`src/rtl/fixed_point_muldiv.sv`:
```
// Shared signed fixed-point multiply/divide engine with valid/ready channels.
// Build option: define FIXED_POINT_SATURATE_EN to clamp overflowing results instead of wrapping.
module fixed_point_muldiv #(
    parameter int WIDTH = 32,
    parameter int FRAC  = 20
) (
    input  logic             clk,
    input  logic             reset_n,
    input  logic             in_valid,
    output logic             in_ready,
    input  logic             op,
    input  logic [WIDTH-1:0] a,
    input  logic [WIDTH-1:0] b,
    output logic             out_valid,
    input  logic             out_ready,
    output logic [WIDTH-1:0] result,
    output logic             overflow,
    output logic             div_by_zero
);
    localparam int QW = WIDTH + FRAC;
    localparam int CW = $clog2(QW + 1);
    localparam logic [CW-1:0]    CNT_LAST = CW'(QW - 1);
    localparam logic [WIDTH-1:0] MAX_V = {1'b0, {(WIDTH-1){1'b1}}};
    localparam logic [WIDTH-1:0] MIN_V = {1'b1, {(WIDTH-1){1'b0}}};
    localparam logic [WIDTH-1:0] ONE_V = {{(WIDTH-1){1'b0}}, 1'b1};
`ifdef FIXED_POINT_SATURATE_EN
    localparam logic SAT_EN = 1'b1;
`else
    localparam logic SAT_EN = 1'b0;
`endif

    typedef enum logic [2:0] {ST_IDLE, ST_MUL, ST_DIV, ST_FIX, ST_DONE} state_t;

    // Magnitude of a two's complement value; |MIN| fits unsigned in WIDTH bits.
    function automatic logic [WIDTH-1:0] abs_w(input logic [WIDTH-1:0] x);
        return x[WIDTH-1] ? (~x + ONE_V) : x;
    endfunction

    // Out-of-range values either clamp toward their sign or keep the low bits.
    function automatic logic [WIDTH-1:0] range_fix(input logic ovf, input logic neg,
                                                   input logic [WIDTH-1:0] wrapped);
        if (SAT_EN && ovf) return neg ? MIN_V : MAX_V;
        else               return wrapped;
    endfunction

    state_t               state_r, state_n;
    logic [WIDTH-1:0]     a_r, b_r;
    logic                 neg_r;
    logic [QW-1:0]        quo_r;
    logic [WIDTH:0]       rem_r, dvs_r;
    logic [CW-1:0]        cnt_r;
    logic                 in_ready_r, out_valid_r, overflow_r, dbz_r;
    logic [WIDTH-1:0]     result_r;

    logic                 accept_s;
    logic [2*WIDTH-1:0]   prod_s, prod_sh_s;
    logic                 mul_ovf_s;
    logic [WIDTH:0]       trial_s;
    logic                 ge_s;
    logic                 fix_ovf_s;
    logic [WIDTH-1:0]     fix_wrap_s;

    assign accept_s  = in_valid & in_ready_r;
    assign prod_s    = {{WIDTH{a_r[WIDTH-1]}}, a_r} * {{WIDTH{b_r[WIDTH-1]}}, b_r};
    assign prod_sh_s = $signed(prod_s) >>> FRAC;
    assign mul_ovf_s = ~((&prod_sh_s[2*WIDTH-1:WIDTH-1]) | ~(|prod_sh_s[2*WIDTH-1:WIDTH-1]));
    // Restoring step: shift the next dividend bit into the partial remainder.
    assign trial_s   = (rem_r << 1) | {{WIDTH{1'b0}}, quo_r[QW-1]};
    assign ge_s      = (trial_s >= dvs_r);
    // A negative result may reach |MIN|; a positive one must stay at or below MAX.
    assign fix_ovf_s = neg_r ? ((|quo_r[QW-1:WIDTH]) | (quo_r[WIDTH-1] & (|quo_r[WIDTH-2:0])))
                             : (|quo_r[QW-1:WIDTH-1]);
    assign fix_wrap_s = neg_r ? (~quo_r[WIDTH-1:0] + ONE_V) : quo_r[WIDTH-1:0];

    assign in_ready    = in_ready_r;
    assign out_valid   = out_valid_r;
    assign result      = result_r;
    assign overflow    = overflow_r;
    assign div_by_zero = dbz_r;

    // State register.
    always_ff @(posedge clk or negedge reset_n) begin
        if (!reset_n) state_r <= ST_IDLE;
        else          state_r <= state_n;
    end

    // Next-state decode.
    always_comb begin
        state_n = state_r;
        case (state_r)
            ST_IDLE: begin
                if (accept_s) begin
                    if (!op)                          state_n = ST_MUL;
                    else if (b == {WIDTH{1'b0}})      state_n = ST_DONE;
                    else                              state_n = ST_DIV;
                end else begin
                    state_n = ST_IDLE;
                end
            end
            ST_MUL:  state_n = ST_DONE;
            ST_DIV: begin
                if (cnt_r == CNT_LAST) state_n = ST_FIX;
                else                   state_n = ST_DIV;
            end
            ST_FIX:  state_n = ST_DONE;
            ST_DONE: begin
                if (out_ready) state_n = ST_IDLE;
                else           state_n = ST_DONE;
            end
            default: state_n = ST_IDLE;
        endcase
    end

    // Operand latch and divider datapath.
    always_ff @(posedge clk or negedge reset_n) begin
        if (!reset_n) begin
            a_r   <= {WIDTH{1'b0}};
            b_r   <= {WIDTH{1'b0}};
            neg_r <= 1'b0;
            quo_r <= {QW{1'b0}};
            rem_r <= {(WIDTH+1){1'b0}};
            dvs_r <= {(WIDTH+1){1'b0}};
            cnt_r <= {CW{1'b0}};
        end else begin
            case (state_r)
                ST_IDLE: begin
                    if (accept_s) begin
                        a_r   <= a;
                        b_r   <= b;
                        neg_r <= a[WIDTH-1] ^ b[WIDTH-1];
                        quo_r <= {abs_w(a), {FRAC{1'b0}}};
                        rem_r <= {(WIDTH+1){1'b0}};
                        dvs_r <= {1'b0, abs_w(b)};
                        cnt_r <= {CW{1'b0}};
                    end
                end
                ST_DIV: begin
                    rem_r <= ge_s ? (trial_s - dvs_r) : trial_s;
                    quo_r <= {quo_r[QW-2:0], ge_s};
                    cnt_r <= cnt_r + {{(CW-1){1'b0}}, 1'b1};
                end
                default: begin
                end
            endcase
        end
    end

    // Registered handshake, result and flags.
    always_ff @(posedge clk or negedge reset_n) begin
        if (!reset_n) begin
            in_ready_r  <= 1'b1;
            out_valid_r <= 1'b0;
            result_r    <= {WIDTH{1'b0}};
            overflow_r  <= 1'b0;
            dbz_r       <= 1'b0;
        end else begin
            in_ready_r  <= (state_n == ST_IDLE);
            out_valid_r <= (state_n == ST_DONE);
            case (state_r)
                ST_IDLE: begin
                    if (accept_s) begin
                        overflow_r <= 1'b0;
                        dbz_r      <= 1'b0;
                        if (op && (b == {WIDTH{1'b0}})) begin
                            dbz_r    <= 1'b1;
                            result_r <= a[WIDTH-1] ? MIN_V : MAX_V;
                        end
                    end
                end
                ST_MUL: begin
                    result_r   <= range_fix(mul_ovf_s, prod_sh_s[2*WIDTH-1], prod_sh_s[WIDTH-1:0]);
                    overflow_r <= mul_ovf_s;
                end
                ST_FIX: begin
                    result_r   <= range_fix(fix_ovf_s, neg_r, fix_wrap_s);
                    overflow_r <= fix_ovf_s;
                end
                default: begin
                end
            endcase
        end
    end
endmodule

```
`config.mk`:
```
export PLATFORM = sky130hd
export DESIGN_NAME = fixed_point_muldiv
export DESIGN_NICKNAME = d
export VERILOG_FILES = /design/src/rtl/fixed_point_muldiv.sv
export SDC_FILE = /design/constraint.sdc
export NUM_CORES = 2
export LEC_CHECK = 0
export CAP_MARGIN = 20
export CORE_UTILIZATION = 45
export CTS_CLUSTER_SIZE = 12
export DETAILED_ROUTE_END_ITERATION = 7
export PLACE_DENSITY = 0.62
export SYNTH_ARGS = -nofsm -noshare
export SYNTH_HDL_FRONTEND = slang
export SYNTH_SLANG_ARGS = --single-unit
```
`constraint.sdc`:
```
create_clock -name clk -period 8.25 [get_ports clk]
set_clock_uncertainty 0.2 [all_clocks]
set_input_delay 0.825 -clock clk [delete_from_list [all_inputs] [get_ports clk]]
set_output_delay 0.825 -clock clk [all_outputs]
set_load 0.02 [all_outputs]
```
==> metrics.md <==
| Metric | Value |
|---|---|
| Routed vias | `between 30000 and 40000` |
| Setup TNS | `-0.0366 ns` |
| Routed Antenna Nets | `0` |
| Slowest stage cell, crit path | `fa_2` |
| Register bit count reported by yosys | `225` |
| Post-synth ARST share | `100%` |
| HPWL after DPL | `~120000 um` |
| Yosys top cell by area | `fa_1` |
| Final period utilization | `100%` |
| Gr ovfl total | `0` |
| DRT Wirelength | `141000 um` |
| Worst-skew pair later-pin latency | `0.58 ns` |
| Synth cell types | `81` |
| PnR worst setup slack | `-0.0366 ns` |
| Final Hold Vio Count | `0` |
| Fillers | `9826` |
| Fraction of layout cells with a size suffix above 1 | `a little over an eighth` |
| Core box area | `about 0.11 mm2` |
| Drt initial violations | `2319` |
| Row cnt | `120` |
| Share of the synthesized area in the top cell type | `44.4%` |
| Worst hold path class | `reg -> reg` |
| Per-cell routed wire length | `19.9 um` |
| Outcome | `finished with violations` |
| Synth Warn # | `0` |
| Die area | `0.110 mm2` |
| Vias in the first global route | `40300` |
| Max-slew violations | `0` |
| EDFF count, synth | `0` |
| Violated checks | `setup timing` |
| First-pass GRT wire length | `~220000 um` |
| Commonest cells after routing, fill and taps aside | `fa_1, inv_1, nand2_1` |
| Critical path required time | `about 8.5 ns` |
| Crit start category | `flop` |
| Syn Area/Cell | `just over 9 um2` |
| Kind of critical path | `reg -> reg` |
| Antenna violations before repair | `5` |
| Max Cap Viol | `0` |
| Layout area overhead | `17.3%` |
| Post-route DRC | `0` |
| CP Capture Type | `flop` |
| CTS tree | `built` |
| Largest net degree at the start of global routing | `175` |
| Syn Inst Count | `5332` |
| Top FF cell, synth | `dfrtp_1` |
| Setup Viol. Count Final | `1` |
| H-tree lvl count | `1` |
| GRT Total Usage | `26.0%` |
| Vias per inst | `5.28` |
| Commonest non-fill, non-tap cell in the layout | `fa_1` |
| Buf/Inv on CP | `6` |
| Relative slew slack | `between 20 and 30%` |
| Post-Syn Area | `0.0488 mm2` |
| Final #Nets | `7057` |
| RSZ-0062 raised after global routing | `yes` |
| Critical path peak fanout | `14` |
| RD Place Congestion | `about 0.9` |
| Root buffer cell | `clkbuf_16` |
| Critical path arrival | `8.54 ns` |
| Initial Util | `45.5%` |
| Critical path's top delay family | `adder cells` |
| CTS Buf Count | `27` |
| Most used cell along the critical path | `fa_1` |
| Die H | `331 um` |
| Least-Margin Pin Slew | `between 1 and 1.5 ns` |
| Clock Pin Slew Worst Setup and Hold Paths | `0.07 ns` |
| IO Port Bufs | `around 100` |
| Sink Count | `around 230` |
| Sequential fraction of the synthesis area | `11.5%` |
| Die width | `331 um` |
| Synth area leaders | `fa_1, dfrtp_1, inv_1, and2_1, nand2_1` |
| Ports | `105` |
| Clock tree buffer depth | `3` |
| Min cycle time layout | `between 8 and 9 ns` |
| F_max | `121 MHz` |
| Drt pass-1 iters | `5` |
| Synthesized net count | `6699` |
| Crit path largest cell delay | `0.59 ns` |
[through the flow]
stage	area (um2)	hold slack (ns)	utilization, %	setup WS, ns	instances
after floorplan	48900	0.250	-	-0.216	5332
after global placement	55000	0.263	51.3	-0.406	7025
after detailed placement	55000	0.271	51.3	-0.465	7025
after CTS	56400	0.285	52.6	0.00120	7085
after global routing	57200	0.310	53.4	-0.371	7112
final	57200	0.280	53.4	-0.0366	7114
[registers in the layout, summed over array words and instances, names as in the netlist, 3 cells and up]
name,count
rem_r,32
result,32
quo_r,52
a_r,32
cnt_r,6
b_r,32
dvs_r,31
state_r,3
[kinds of logic after synthesis]
logic type	Yosys count	share of synthesized area, %
simple gates	1739	17.4
buf+inv	1299	10.0
fa+ha+maj	1298	49.9
compound gates	598	7.90
flops	225	11.5
xor+xnor	165	2.96
mux	8	0.164
[worst register-to-register path, cell delays in order, from the launching register on]
cell and delay, ns:
dfrtp_1 0.41, buf_12 0.16, and2_1 0.19, fa_1 0.53, inv_1 0.06, fa_2 0.59
fa_1 0.45, fa_1 0.52, inv_1 0.05, fa_1 0.47, fa_1 0.55, fa_2 0.50
fa_1 0.54, ha_4 0.29, nand4_1 0.20, nor4_4 0.30, buf_4 0.15, nor2b_2 0.15
o2111ai_2 0.15, buf_6 0.18, a2111oi_4 0.28, buf_4 0.20, nor4b_4 0.06, o31a_1 0.30
a2111oi_4 0.22, nand4_1 0.16, nor4b_2 0.24, a311oi_1 0.08
[routing by layer]
metal  up-vias  share of wire [%]  track usage [%]
met5         -              0.016                0
li1      16900                  -                -
met2       951                 48             43.1
met4         4                2.8             6.70
met3       177                6.8             4.47
met1     19500                 43             35.4
[path summary, 6_finish.rpt]
path                       startpoint  slack [ns]         to  cells past startpoint
min reg2reg                 dvs_r[26]        0.28  dvs_r[26]                      2
min                         dvs_r[26]        0.28  dvs_r[26]                      2
max in group asynchronous     reset_n        5.85     b_r[0]                      3
min in group asynchronous     reset_n        0.56    b_r[28]                      2
max reg2reg                   b_r[11]       -0.04   overflow                     27
max                           b_r[11]       -0.04   overflow                     27
[final cells by class]
class | count | area (um2) | share of cell area [%]
Clock buffer | 39 | 781 | 1.36
Clock inverter | 8 | 155 | 0.271
Multi-Input combinational cell | 3808 | 39000 | 68.2
Antenna cell | 3 | 7.51 | 0.0131
Tap cell | 1403 | 1760 | 3.07
Sequential cell | 225 | 5660 | 9.89
Timing Repair Buffer | 628 | 6060 | 10.6
Inverter | 1000 | 3760 | 6.57
[synth_stat cells (all sizes together), types with 62 or more instances]
library cell / number
xnor2: 62
o21ai: 196
clkbuf: 279
dfrtp: 224
a21oi: 98
inv: 999
fa: 1082
xor2: 103
nand3: 75
o211ai: 62
ha: 216
and2: 533
nor2: 97
nand2: 847
[timing repair]
| action | in CTS | in global routing |
|---|---|---|
| endpoints found under the hold margin | 42 | 0 |
| gates cloned | 0 | 7 |
| resized for setup | 87 | 93 |
| setup buffers | 13 | 21 |
| setup endpoints to repair | 6 | 13 |
| hold buffers | 1 | 0 |
| pin swaps | 58 | 78 |
Power is not shown: default switching activity piles up to over one toggle a cycle in this logic, so the estimate is an artifact.
